==> src/rtl/entrada_codigo_pkg.sv <==
// Shared types and helpers for the keypad code-entry unit.
package entrada_codigo_pkg;

    typedef enum logic [1:0] {
        IDLE   = 2'd0,
        COLETA = 2'd1,
        PRONTO = 2'd2
    } estado_t;

    // Widest key vector the helpers accept; callers zero-extend into it.
    localparam int MAX_KEYS = 32;

    function automatic int onehot_idx(input logic [MAX_KEYS-1:0] v);
        int idx;
        idx = 0;
        for (int i = MAX_KEYS - 1; i >= 0; i--) begin
            if (v[i]) idx = i;
        end
        return idx;
    endfunction

    function automatic logic mais_de_um(input logic [MAX_KEYS-1:0] v);
        return (v & (v - MAX_KEYS'(1))) != '0;
    endfunction

endpackage

==> src/rtl/entrada_codigo_sinc_borda.sv <==
// Two-flop synchroniser plus rising-edge detector for a single key line.
module sinc_borda (
    input  logic clk,
    input  logic rst,
    input  logic tecla_i,
    output logic borda_o
);

    logic ff1_q, ff2_q, prev_q;

    always_ff @(posedge clk) begin
        if (rst) begin
            ff1_q  <= 1'b0;
            ff2_q  <= 1'b0;
            prev_q <= 1'b0;
        end else begin
            ff1_q  <= tecla_i;
            ff2_q  <= ff1_q;
            prev_q <= ff2_q;
        end
    end

    assign borda_o = ff2_q & ~prev_q;

endmodule

==> src/rtl/entrada_codigo.sv <==
// Keypad entry: synchronises keys, assembles DIGITS key indices into a code,
// and offers it through a valid/ack handshake, flagging collisions and timeouts.
module entrada_codigo
    import entrada_codigo_pkg::*;
#(
    parameter  int N_KEYS  = 4,
    parameter  int DIGITS  = 2,
    parameter  int TIMEOUT = 50_000_000,
    localparam int DW      = $clog2(N_KEYS),
    localparam int CW      = DIGITS * DW,
    localparam int NW      = $clog2(DIGITS + 1),
    localparam int TW      = $clog2(TIMEOUT + 1)
) (
    input  logic              clk,
    input  logic              rst,
    input  logic [N_KEYS-1:0] teclas,
    input  logic              limpar,
    input  logic              ack,
    output logic [CW-1:0]     codigo,
    output logic              codigo_valido,
    output logic [NW-1:0]     n_digitos,
    output logic              erro,
    output logic              ocupado
);

    logic [N_KEYS-1:0] borda;

    for (genvar g = 0; g < N_KEYS; g++) begin : g_tecla
        sinc_borda u_sinc (
            .clk     (clk),
            .rst     (rst),
            .tecla_i (teclas[g]),
            .borda_o (borda[g])
        );
    end

    estado_t       estado_q, estado_d;
    logic [CW-1:0] acc_q, acc_d;
    logic [CW-1:0] codigo_q, codigo_d;
    logic          valido_q, valido_d;
    logic [NW-1:0] ndig_q, ndig_d;
    logic          erro_q, erro_d;
    logic [TW-1:0] cnt_q, cnt_d;

    logic          colisao, press;
    logic [DW-1:0] digito;
    logic [CW-1:0] acc_prox;
    logic [NW-1:0] ndig_prox;

    assign colisao   = mais_de_um(MAX_KEYS'(borda));
    assign press     = (|borda) & ~colisao;
    assign digito    = DW'(onehot_idx(MAX_KEYS'(borda)));
    // A fresh entry starts from an empty accumulator regardless of leftovers.
    assign acc_prox  = (((estado_q == IDLE) ? '0 : acc_q) << DW) | CW'(digito);
    assign ndig_prox = (estado_q == IDLE) ? NW'(1) : ndig_q + NW'(1);

    always_comb begin
        estado_d = estado_q;
        acc_d    = acc_q;
        codigo_d = codigo_q;
        valido_d = valido_q;
        ndig_d   = ndig_q;
        erro_d   = 1'b0;
        cnt_d    = cnt_q;

        if (limpar) begin
            estado_d = IDLE;
            ndig_d   = '0;
            valido_d = 1'b0;
            cnt_d    = '0;
        end else begin
            case (estado_q)
                PRONTO: begin
                    if (ack) begin
                        valido_d = 1'b0;
                        ndig_d   = '0;
                        estado_d = IDLE;
                    end
                end
                IDLE, COLETA: begin
                    if ((estado_q == COLETA && !press && cnt_q == TW'(TIMEOUT - 1)) || colisao) begin
                        erro_d   = 1'b1;
                        ndig_d   = '0;
                        cnt_d    = '0;
                        estado_d = IDLE;
                    end else if (press) begin
                        acc_d  = acc_prox;
                        ndig_d = ndig_prox;
                        cnt_d  = '0;
                        if (ndig_prox == NW'(DIGITS)) begin
                            codigo_d = acc_prox;
                            valido_d = 1'b1;
                            estado_d = PRONTO;
                        end else begin
                            estado_d = COLETA;
                        end
                    end else if (estado_q == COLETA) begin
                        cnt_d = cnt_q + TW'(1);
                    end
                end
                default: estado_d = IDLE;
            endcase
        end
    end

    always_ff @(posedge clk) begin
        if (rst) begin
            estado_q <= IDLE;
            acc_q    <= '0;
            codigo_q <= '0;
            valido_q <= 1'b0;
            ndig_q   <= '0;
            erro_q   <= 1'b0;
            cnt_q    <= '0;
        end else begin
            estado_q <= estado_d;
            acc_q    <= acc_d;
            codigo_q <= codigo_d;
            valido_q <= valido_d;
            ndig_q   <= ndig_d;
            erro_q   <= erro_d;
            cnt_q    <= cnt_d;
        end
    end

    assign codigo        = codigo_q;
    assign codigo_valido = valido_q;
    assign n_digitos     = ndig_q;
    assign erro          = erro_q;
    assign ocupado       = (estado_q != IDLE);

endmodule
==> config.mk <==
export PLATFORM = sky130hd
export DESIGN_NAME = entrada_codigo
export DESIGN_NICKNAME = d
export VERILOG_FILES = /design/src/rtl/entrada_codigo_pkg.sv /design/src/rtl/entrada_codigo_sinc_borda.sv /design/src/rtl/entrada_codigo.sv
export SDC_FILE = /design/constraint.sdc
export NUM_CORES = 1
export LEC_CHECK = 0
export ABC_CLOCK_PERIOD_IN_PS = 2600
export BUFFER_PORTS_ARGS = -buffer_cell sky130_fd_sc_hd__buf_2
export CAP_MARGIN = 20
export CORE_MARGIN = 2
export CORE_UTILIZATION = 40
export DETAILED_ROUTE_END_ITERATION = 8
export PLACE_DENSITY = 0.55
export SETUP_SLACK_MARGIN = 0.5
export SYNTH_ARGS = -nofsm -noshare
export SYNTH_HDL_FRONTEND = slang
export SYNTH_SLANG_ARGS = --single-unit
==> constraint.sdc <==
create_clock -name clk -period 2.6 [get_ports clk]
set_clock_uncertainty 0.1 [all_clocks]
set_input_delay 0 -clock clk [delete_from_list [all_inputs] [get_ports clk]]
set_output_delay 0 -clock clk [all_outputs]
set_load 0.02 [all_outputs]
Yosys cells after proc, flatten, opt, wreduce, memory -nomap -nowiden

Index checks and enable logic that the tools add are counted.

Output and inout bits: 9
Word-level logic and storage cells: 88
Register bits: 50

Mux-type cells: 23
Equality and inequality tests: 9
Reductions and logical operators: 19
Bitwise operators: 15
Add/subtract/negate cells: 3

Operator list:

| operator              | count |
|---|---|
| $mux 26               | 3 |
| $and 4x32->32         | 1 |
| $reduce_bool 32->1    | 1 |
| $add 26x1->26 const B | 1 |
| $eq 26x26->1 const B  | 1 |
| $mux 2                | 12 |
| $reduce_and 5->1      | 2 |
| $ne 2x2->1 const B    | 4 |
| $not 1->1             | 8 |
| $pmux 2 s2            | 2 |
| $and 1x1->1           | 5 |
| $mux 1                | 5 |
| $sub 4x1->5 const B   | 1 |
| $eq 2x2->1 const B    | 2 |
| $or 4x2->4            | 1 |
| $reduce_and 2->1      | 2 |
| $reduce_and 4->1      | 1 |
| $reduce_bool 2->1     | 2 |
| $reduce_or 2->1       | 2 |
| $reduce_or 4->1       | 1 |
| $ne 3x3->1 const B    | 1 |
| $reduce_and 3->1      | 1 |
| $reduce_bool 3->1     | 1 |
| $reduce_or 3->1       | 1 |
| other kinds (7)       | 8 |

Longest topological paths before layout

Gate-level depths: netlist of run 1.

Word-level depth: 13
Depth in mapped cells: 9

Cells and area by module

Synthesis of run 1 repeated with hierarchy kept, for this count alone.

Cell total of the unflattened synthesis: 273
Area total of the unflattened synthesis: 2429.8 µm²

Modules (own cells, without submodules):

| module         | area an instance (µm²) | cells an instance | instances |
|---|---|---|---|
| entrada_codigo | 2079.5                 | 245               | 1 |
| sinc_borda     | 87.6                   | 7                 | 4 |

Worst setup path after synthesis of run 1

OpenSTA, ideal clock, no wires.

Path kind: register to register
Start point: register cnt_q[8]
End point: register cnt_q[14]
Stages on the path, launching flop included: 9
Arrival: 1.862 ns
Buffers on the path: 2
Slack: 0.516 ns
Clock period less this slack: 2.084 ns
Cell sequence: dfxtp_1 > or4_1 > nor4_1 > nand4_1 > and2_0 > buf_2 > o21ai_4 > buf_6 > a21oi_1

Longest elaborated chain between the ends: 5
Elaborated cells on any way between the ends: 9
Those cells by class: 1 x add/sub; 1 x eq/ne; 3 x mux; 4 x reduce/logical

RTL lines:

| what                                                  | RTL line              | text |
|---|---|---|
| start, declared                                       | entrada_codigo.sv:43  | `logic [TW-1:0] cnt_q, cnt_d;` |
| start signal, assigned                                | entrada_codigo.sv:122 | `cnt_q <= cnt_d;` |
| branches (longest 5 deep; another with $add 26x1->26) | n/a                   |  |

Several ways; the timed one is not identified. The select of a mux whose other input is x is not followed.
A chain may end at the register's enable or synchronous reset.

Worst setup path in the final report of run 1

Start point: register cnt_q[8]
End point: register ndig_q[0] (netlist: n_digitos[0])

Longest elaborated chain between the ends: 5
Elaborated cells on any way between the ends: 7
Those cells by class: 2 x eq/ne; 2 x mux; 3 x reduce/logical

RTL lines:

| what                                                                   | RTL line              | text |
|---|---|---|
| $eq 26x26->1 *                                                         | entrada_codigo.sv:81  | `if ((estado_q == COLETA && !press && cnt_q == TW'(TIMEOUT - 1)) \|\| colisao) begin` |
| $logic_and 1x1->1 *                                                    | entrada_codigo.sv:81  |  |
| $logic_or 1x1->1 *                                                     | entrada_codigo.sv:81  |  |
| $ne 3x3->1 (no source line) / $mux 2 (equally long branches)           | n/a                   |  |
| $reduce_and 3->1 (no source line) / $pmux 2 s2 (equally long branches) | n/a                   |  |
| end signal, assigned                                                   | entrada_codigo.sv:120 | `ndig_q <= ndig_d;` |
| end, declared                                                          | entrada_codigo.sv:41  | `logic [NW-1:0] ndig_q, ndig_d;` |

Mark *: on every way between the ends. The rest lies on a longest branch, timed or not.

==> out/qor.csv, run 1 <==
metric,value,unit
status,finished clean,
final worst path period share,78.46,%
TritonCTS clock tree,built,
Root Buffer Master,clkbuf_8,
drt first pass iters,4,
Design Power,1.469,mW
worst slew pin tran,618.9,ps
FF-to-FF setup slack,560,ps
mapped cell area,0.002212,mm²
DP HPWL,3392,µm
peak supply drop,0.3306,mV
core footprint,0.005439,mm²
Worst Path Buf+Inv,1,
die height,78.37,µm
multiplexer share of the synthesized area,0.4525,%
WL met3,123,µm
FP Rows,27,
Leak Pwr,0.9253,nW
Synth Area in Compound Gates,12.78,%
Startpoint Class,flip-flop,
initial antenna violation count,0,
main area contributors after synthesis,"dfxtp_1 45%, nor2b_1 5.1%, nor2_1 4.8%",
largest stage delay on the critical path,550,ps
Inserted Clock Buffers,5,
Die Wd,78.37,µm
type of the tightest min-delay check,reg -> reg,
CP Cell Sequence,or4_4 > nor4_4 > nand4_1 > buf_4 > a41o_1 > o221a_2,
Synth Instances,261,
placer congestion estimate,0.7864,
Buffers on Ports,16,
Fmax,490.2,MHz
post-route cell area,0.002681,mm²
Setup Viol. Count Final,0,
Layout Area Growth over Synthesis,21.21,%
grt total ovfl,0,
"Cell Area, Placed",0.002381,mm²
count of cell types in the netlist,41,
first-pass GRT wire length,8293,µm
"Seq/Total Area, Yosys",45.25,%
largest net degree at the start of global routing,23,
post-synth top area cell,dfxtp_1,
CTS sink cnt,50,
Crit path max-delay family,simple AND/OR/NAND/NOR gates,
Synth top cells by count,"50 x dfxtp_1, 28 x nor2_1, 25 x nand2_1, 18 x nor2b_1, 16 x a21oi_1",
Antenna diodes,0,
DRC,0,
Max Used Layer,met4,
top-count cell post-synth,dfxtp_1,
Post-Synth Adder-Cell Area,0.5656,%
WP data arrival,2150,ps
pre-CTS setup slack,282.9,ps
final wirelength,4897,µm
H-Tree Depth,2,
Mapped Avg Cell Area,8.476,µm²
post-synthesis xor/xnor area fraction,6.335,%
average wire per standard cell,13.45,µm
largest family of logic cells by synthesized area,simple AND/OR/NAND/NOR gates,
RSZ-0062 raised after global routing,true,
Tot GR Track Use,16.99,%
Iter 0 DRT Violations,49,
Crit. End Element,flip-flop,
number of synthesized flops with an enable pin,0,
via count,1908,
Synthesized Nets,270,
final setup TNS,0,ps
Crit-path slowest cell,or4_4,
Synth top area share,45.25,%
pwr/cell area,547.8,mW/mm²
share of layout cells above drive strength 1,16.78,%
Met2 Wirelength,2234,µm
Setup WS post-layout,560.0,ps
synth warn,0,
Max Transition Viols Final,0,
Seq cells post-synth,50,
Fillers,532,
Top Ports,17,
Worst EP required,2710,ps
number of global-route vias before repair,1762,
Metal-1 WL,2438,µm
Skew-Pair Late Insertion Delay,310,ps
Post-layout nets,300,
Clock Pin Slew Worst Setup and Hold Paths,100,ps
final worst path period need,2040,ps
kind of critical path,reg -> reg,
Die ar.,0.006141,mm²
CTS max path bufs,2,
relative slew slack,58.30,%
Max-cap violations,0,
Starting Density,40.67,%
Post-DRT Antenna Nets,0,
vias per inst,5.242,
"Top FF cell, synth",dfxtp_1,
worst-path maximum fanout,4,
Fin. Hold Viols,0,
"FFs w/ async S/R, synth",0,%
Synth Area in Simple Gates,31.28,%
[registers in the layout, indices dropped and copies added (netlist names)]
register	cells
g_tecla.u_sinc.prev_q	4
g_tecla.u_sinc.ff1_q	4
acc_q	2
estado_q	2
g_tecla.u_sinc.ff2_q	4
codigo	4
codigo_valido	1
n_digitos	2
erro	1
cnt_q	26
[cell families after synthesis]
kind of cell / after synthesis
AO/OA/AOI/OAI: 44
AND/OR/NAND/NOR: 134
flip-flops: 50
buffers and inverters: 15
XOR/XNOR: 16
multiplexers: 1
adder cells (fa/ha/maj): 1
[layer usage]
| layer | global-route usage, % | vias up |
|---|---|---|
| met5 | 0 | - |
| met4 | 6.140 | 0 |
| met3 | 3.908 | 9 |
| met2 | 27.33 | 27 |
| li1 | - | 978 |
| met1 | 22.35 | 894 |
[power by group]
part	total, mW	internal (mW)	switching [mW]
clock	0.572	0.294	0.278
sequential	0.784	0.776	0.00797
combinational	0.113	0.0479	0.0650
[worst register-to-register path, cell delays in order, from the launching register on]
cell and delay [ps]:
dfxtp_2 350, or4_4 550, nor4_4 130, nand4_1 180, buf_4 190, a41o_1 200, o221a_2 250
[path summary, 6_finish.rpt]
kind                                      startpoint                            endpoint  cells past startpoint
setup / recovery               cnt_q[8]$_SDFFE_PP0P_           n_digitos[0]$_SDFFE_PP0P_                      6
hold / removal    g_tecla[2].u_sinc.ff1_q$_SDFF_PP0_  g_tecla[2].u_sinc.ff2_q$_SDFF_PP0_                      1
setup reg to reg               cnt_q[8]$_SDFFE_PP0P_           n_digitos[0]$_SDFFE_PP0P_                      6
hold reg to reg   g_tecla[2].u_sinc.ff1_q$_SDFF_PP0_  g_tecla[2].u_sinc.ff2_q$_SDFF_PP0_                      1
[final cells by class]
class	count	area [µm²]	share of cell area, %
Multi-Input combinational cell	196	1201	44.80
Clock buffer	5	68.82	2.566
Tap cell	72	90.09	3.360
Timing Repair Buffer	34	255.2	9.519
Inverter	4	15.01	0.5600
Clock inverter	3	47.55	1.773
Sequential cell	50	1003	37.42
[per-stage QoR]
stage / utilization [%] / hold WS, ps / std cells
after detailed placement: 43.78 / 116.7 / 344
after global routing: 49.30 / 368.5 / 364
final: 49.30 / 344.1 / 364
after floorplan: - / 28.18 / 261
after global placement: 43.78 / 107.0 / 344
after CTS: 48.29 / 346.8 / 364
[placed cells by master, fill, tap and decap left out, drive strengths merged, types with 6 or more instances in the layout]
cell type / count
xor2: 8
inv: 6
dlygate4sd3: 11
nor2b: 18
nor2: 28
or3: 8
xnor2: 8
buf: 23
a21oi: 16
nand3: 12
nand2: 25
nand4: 14
nor3: 7
o21ai: 12
dfxtp: 50
[timing repair]
item                       CTS  global route
hold buffers                11             0
setup buffers                1             0
hold endpoints to repair    22             0
pin swaps                    3             2
setup endpoints to repair   27            27
gates resized for setup      6            11
Note: power is estimated with default switching activity, not from simulation.
==> run 2, diff against run 1 <==
--- a/config.mk
+++ b/config.mk
@@ -5,7 +5,7 @@
 export SDC_FILE = /design/constraint.sdc
 export NUM_CORES = 1
 export LEC_CHECK = 0
-export ABC_CLOCK_PERIOD_IN_PS = 2600
+export ABC_CLOCK_PERIOD_IN_PS = 2000
 export BUFFER_PORTS_ARGS = -buffer_cell sky130_fd_sc_hd__buf_2
 export CAP_MARGIN = 20
 export CORE_MARGIN = 2
==> constraint.sdc (replaced) <==
create_clock -name clk -period 2 [get_ports clk]
set_clock_uncertainty 0.1 [all_clocks]
set_input_delay 0 -clock clk [delete_from_list [all_inputs] [get_ports clk]]
set_output_delay 0 -clock clk [all_outputs]
set_load 0.02 [all_outputs]
==> run 2 against run 1 <==
The flow now finishes with violations (setup timing). Cell count increased by 7.4%. Clock power increased by 5.4%. Non-clock buffer count increased by 27. Via count increased by 8.0%. Cell area increased by 12%. Utilization increased by 5.9 points.
==> out/qor.csv, run 2 (same netlist as run 1, synthesis figures left out) <==
metric,value,unit
status,"finished, violations left",
failing checks,setup timing,
H-Tree Depth,2,
CTS sink cnt,50,
Sequential Power Share,55.8,%
CP Cell Sequence,or4_4 > nor4_2 > nand4_1 > buf_4 > a41o_1 > o221a_2,
peak supply drop,0.3569,mV
first-pass GRT wire length,8914,µm
initial antenna violation count,0,
Leak Pwr,1.068,nW
DP HPWL,3638,µm
Die ar.,0.006141,mm²
Starting Density,40.67,%
share of total power in combinational logic,11.2,%
Iter 0 DRT Violations,112,
most frequent cells in the layout,"44 x dfxtp_1, 29 x buf_4, 27 x nor2_1, 21 x nand2_1, 16 x buf_2",
Buffers on Ports,16,
Psw,438.2,µW
relative slew slack,66.49,%
FP Rows,27,
number of global-route vias before repair,1901,
via count,2060,
drt first pass iters,5,
final worst path period need,2009,ps
CTS max path bufs,2,
area of the multi-input gates,0.001324,mm²
largest stage delay on the critical path,530,ps
Setup WS post-layout,-8.525,ps
Fin. Hold Viols,0,
Fillers,515,
Tot GR Track Use,18.21,%
Biggest register,cnt_q,
Worst Path Buf+Inv,1,
Max-cap violations,0,
Top Ports,17,
max reg flops,26,
type of the tightest min-delay check,in -> reg,
Startpoint Class,flip-flop,
pre-CTS setup slack,-11.41,ps
core footprint,0.005439,mm²
largest net degree at the start of global routing,23,
kind of critical path,reg -> reg,
Crit path max-delay family,simple AND/OR/NAND/NOR gates,
worst slew pin tran,500.8,ps
placer congestion estimate,0.7692,
RSZ-0062 raised after global routing,true,
Post-layout nets,327,
TritonCTS clock tree,built,
Pint,1.386,mW
Design Power,1.824,mW
storage element area,0.001008,mm²
Inserted Clock Buffers,5,
grt total ovfl,0,
Setup Viol. Count Final,1,
Skew-Pair Late Insertion Delay,300,ps
Layout Area Growth over Synthesis,35.63,%
Clock Pin Slew Worst Setup and Hold Paths,90,ps
Worst EP required,2100,ps
"commonest non-fill, non-tap cell in the layout",dfxtp_1,
average wire per standard cell,13.63,µm
pwr/cell area,608.0,mW/mm²
Fmax,497.9,MHz
Crit-path slowest cell,or4_4,
worst-path maximum fanout,3,
Sw Ratio,24.02,%
final setup TNS,-8.525,ps
final worst path period share,100.4,%
Antenna diodes,0,
DRC,0,
share of layout cells above drive strength 1,31.66,%
Die Wd,78.37,µm
final wirelength,5329,µm
die height,78.37,µm
WP data arrival,2110,ps
Max Transition Viols Final,0,
Clk pwr share,33.0,%
Crit. End Element,flip-flop,
Root Buffer Master,clkbuf_8,
vias per inst,5.269,
Post-DRT Antenna Nets,0,
[run 2: layout make-up]
type	count	share of cell area, %
timing repair buffer	61	15.72
sequential	50	33.61
multi-input combinational	196	44.12
inverter	4	0.5004
tap	72	3.002
clock inverter	1	0.1668
clock buffer	7	2.877
[run 2: layer usage]
metal	up-vias	wire length, µm	global-route usage [%]
met2	38	2729	31.90
met4	0	55	4.211
met5	-	0	0
met3	7	181	3.448
met1	979	2363	23.23
li1	1036	-	-
[run 2: stage by stage]
stage	util [%]	hold WS, ps	area (µm²)	std cells
CTS	53.72	7.503	2922	390
finish	55.16	1.256	3000	391
global route	55.16	30.05	3000	391
detailed placement	48.19	115.6	2621	368
floorplan	-	28.18	2287	261
global placement	48.19	110.6	2621	368
[run 2: power groups by stage]
| stage | logic (mW) | clock network, mW | registers (mW) |
|---|---|---|---|
| global placement | 0.155 | 0 | 1.04 |
| floorplan | 0.103 | 0 | 1.04 |
| global route | 0.222 | 0.657 | 1.02 |
| CTS | 0.192 | 0.622 | 1.02 |
| detailed placement | 0.155 | 0 | 1.04 |
| finish | 0.204 | 0.603 | 1.02 |
[run 2: worst paths after layout]
check / startpoint / end / slack, ps / cells past startpoint
worst max register to register: cnt_q[8]$_SDFFE_PP0P_ / n_digitos[0]$_SDFFE_PP0P_ / -9 / 6
worst min-delay path: limpar / n_digitos[1]$_SDFFE_PP0P_ / 1 / 4
worst min register to register: g_tecla[0].u_sinc.ff1_q$_SDFF_PP0_ / g_tecla[0].u_sinc.ff2_q$_SDFF_PP0_ / 340 / 1
worst max-delay path: cnt_q[8]$_SDFFE_PP0P_ / n_digitos[0]$_SDFFE_PP0P_ / -9 / 6
[run 2: worst register-to-register path, cell delays in order (launching register included)]
cell     delay [ps]
dfxtp_2         330
or4_4           530
nor4_2          140
nand4_1         160
buf_4           180
a41o_1          250
o221a_2         220
[run 2: what timing repair did]
item,4_1_cts,5_1_grt
endpoints found under the setup margin,38,38
hold buffers,12,0
buffers inserted,2,1
endpoints found under the hold margin,21,0
pin swaps,6,8
resized for setup,22,19
==> run 3, diff against run 2 <==
--- a/config.mk
+++ b/config.mk
@@ -5,7 +5,7 @@
 export SDC_FILE = /design/constraint.sdc
 export NUM_CORES = 1
 export LEC_CHECK = 0
-export ABC_CLOCK_PERIOD_IN_PS = 2000
+export ABC_CLOCK_PERIOD_IN_PS = 2610
 export BUFFER_PORTS_ARGS = -buffer_cell sky130_fd_sc_hd__buf_2
 export CAP_MARGIN = 20
 export CORE_MARGIN = 2
@@ -13,6 +13,7 @@
 export DETAILED_ROUTE_END_ITERATION = 8
 export PLACE_DENSITY = 0.55
 export SETUP_SLACK_MARGIN = 0.5
+export SLEW_MARGIN = 20
 export SYNTH_ARGS = -nofsm -noshare
 export SYNTH_HDL_FRONTEND = slang
 export SYNTH_SLANG_ARGS = --single-unit
==> constraint.sdc (replaced) <==
create_clock -name clk -period 2.61 [get_ports clk]
set_clock_uncertainty 0.1 [all_clocks]
set_input_delay 0.522 -clock clk [delete_from_list [all_inputs] [get_ports clk]]
set_output_delay 0.522 -clock clk [all_outputs]
set_load 0.02 [all_outputs]
==> run 3 against run 2 <==
The run now ends clean. Utilization is 7.8 points lower. Worst setup slack better by 520 ps. Register-to-register slack gained 520 ps. First-iteration DRC count shrank 56%. Global-route usage shrank 1.5 points. Clock power is 4.8% lower. Critical path depth stayed put. Sequential share of layout area is 5.3 points higher. Fmax decreased by 4.5%. Cell count decreased by 9.5%. Largest power group unchanged.
==> out/qor.csv, run 3 (same netlist as run 1, synthesis figures left out) <==
metric,value,unit
worst slew pin tran,622.9,ps
worst-path maximum fanout,11,
Fin. Hold Viols,0,
Worst Min Path Start,teclas[1],
Placed Instances,344,
Worst EP required,2720,ps
number of global-route vias before repair,1728,
final setup TNS,0,ps
max reg flops,26,
r2r startpoint,estado_q[0]$_SDFFE_PP0P_,
"commonest non-fill, non-tap cell in the layout",dfxtp_1,
Iter 0 DRT Violations,49,
Die Wd,78.37,µm
largest net degree at the start of global routing,23,
FF-to-FF setup slack,510,ps
met2 Usage GRT,26.90,%
final worst path period need,2102,ps
Antenna diodes,0,
Tot GR Track Use,16.74,%
pre-CTS setup slack,292.9,ps
DRC,0,
initial antenna violation count,0,
Sequential Power Share,53.7,%
H-Tree Depth,2,
CP Cell Sequence,nand2b_1 > nor4_1 > nand4_1 > buf_4 > a41o_1 > o221a_2,
type of the tightest min-delay check,in -> reg,
CTS sink cnt,50,
Starting Density,40.67,%
final std cells w/o fill,354,
TritonCTS clock tree,built,
Worst Hold Path Cells,2,
Setup WS post-layout,507.6,ps
hold buffers post-CTS,0,
vias per inst,5.308,
core footprint,0.005439,mm²
Die ar.,0.006141,mm²
Pint,1.103,mW
DP HPWL,3392,µm
Design Power,1.455,mW
peak supply drop,0.3325,mV
Buffers on Ports,16,
Clock Pin Slew Worst Setup and Hold Paths,100,ps
GR Util met3,4.023,%
Clk pwr share,39.4,%
first-pass GRT wire length,8148,µm
FP Rows,27,
Startpoint Class,flip-flop,
final wirelength,4825,µm
Layout Area Growth over Synthesis,16.57,%
via count,1879,
Crit. End Element,flip-flop,
Post-layout nets,290,
Setup Viol. Count Final,0,
drt first pass iters,4,
Psw,351.6,µW
Leak Pwr,0.8792,nW
Root Buffer Master,clkbuf_8,
Inserted Clock Buffers,5,
utilization after layout,47.41,%
average wire per standard cell,13.63,µm
Sw Ratio,24.17,%
Post-DRT Antenna Nets,0,
grt total ovfl,0,
Fmax,475.7,MHz
relative slew slack,58.03,%
M1 GR Usage,21.92,%
Max-cap violations,0,
placer congestion estimate,0.7864,
share of total power in combinational logic,6.8,%
kind of critical path,reg -> reg,
status,finished clean,
Max Transition Viols Final,0,
WP data arrival,2210,ps
final worst path period share,80.55,%
pwr/cell area,564.1,mW/mm²
R2R cell count,6,
Crit-path slowest cell,dfxtp_2,
Reg-to-Reg End,n_digitos[0]$_SDFFE_PP0P_,
RSZ-0062 raised after global routing,true,
Skew-Pair Late Insertion Delay,310,ps
share of layout cells above drive strength 1,17.73,%
largest stage delay on the critical path,490,ps
Hold Path End,g_tecla[1].u_sinc.ff1_q$_SDFF_PP0_,
Top Ports,17,
CTS max path bufs,2,
Biggest register,cnt_q,
most frequent cells in the layout,"48 x dfxtp_1, 28 x nor2_1, 25 x nand2_1",
GRT busiest layer,met2,
die height,78.37,µm
run 3: changes by cell type in the layout (fill, tap and decap cells not counted), sizes merged:
cell,previous run,this run
dlygate4sd3,12,0
buf,49,24
bufinv,0,1
clkbuf,7,5
inv,4,6
clkinv,1,0
run 3: how the worst max path moves through the flow:
stage	startpoint	end	slack, ps	cells past startpoint
2_1_floorplan	cnt_q[8]$_SDFFE_PP0P_	cnt_q[14]$_SDFFE_PP0P_	530	8
5_1_grt	estado_q[0]$_SDFFE_PP0P_	n_digitos[0]$_SDFFE_PP0P_	360	6
3_3_place_gp	cnt_q[8]$_SDFFE_PP0P_	cnt_q[15]$_SDFFE_PP0P_	340	7
3_5_place_dp	cnt_q[8]$_SDFFE_PP0P_	cnt_q[14]$_SDFFE_PP0P_	290	7
4_1_cts	cnt_q[6]$_SDFFE_PP0P_	cnt_q[25]$_SDFFE_PP0P_	460	6
6_report	estado_q[0]$_SDFFE_PP0P_	n_digitos[0]$_SDFFE_PP0P_	510	6
run 3: what timing repair did:
item / CTS / global route
buffers inserted: 1 / 1
setup endpoints to repair: 25 / 29
pin swaps: 2 / 1
gates resized for setup: 4 / 13
run 3: area by class of cell:
class,instances,area (µm²)
clock buffer,5,68.82
clock inverter,3,47.55
fill,530,2860
inverter,4,15.01
multi-input combinational,196,1201
sequential,50,1003
tap,72,90.09
timing repair buffer,24,152.6
run 3: per-stage QoR:
step / area [µm²] / hold WS [ps]
floorplan: 2212 / 313.8
global placement: 2381 / 315.4
detailed placement: 2381 / 322.0
CTS: 2514 / 308.5
global route: 2579 / 318.8
finish: 2579 / 312.0
run 3: worst max-delay path: cells and delay by family (launching register included):
kind | cells | cell delay (ps)
AO/OA/AOI/OAI | 2 | 510
flip-flops | 1 | 490
buffers and inverters | 1 | 190
AND/OR/NAND/NOR | 3 | 720
run 3: layer usage:
metal | vias to the layer above | wire [µm]
li1 | 959 | -
met1 | 877 | 2403
met2 | 34 | 2195
met3 | 9 | 127
met4 | 0 | 99
met5 | - | 0
run 3: power groups by stage:
stage               clock [mW]  sequential [mW]  combinational, mW
floorplan                    0            0.797             0.0671
global placement             0            0.798             0.0948
detailed placement           0            0.798             0.0949
CTS                      0.587            0.781             0.0973
global route             0.612            0.784              0.110
finish                   0.574            0.781             0.0995
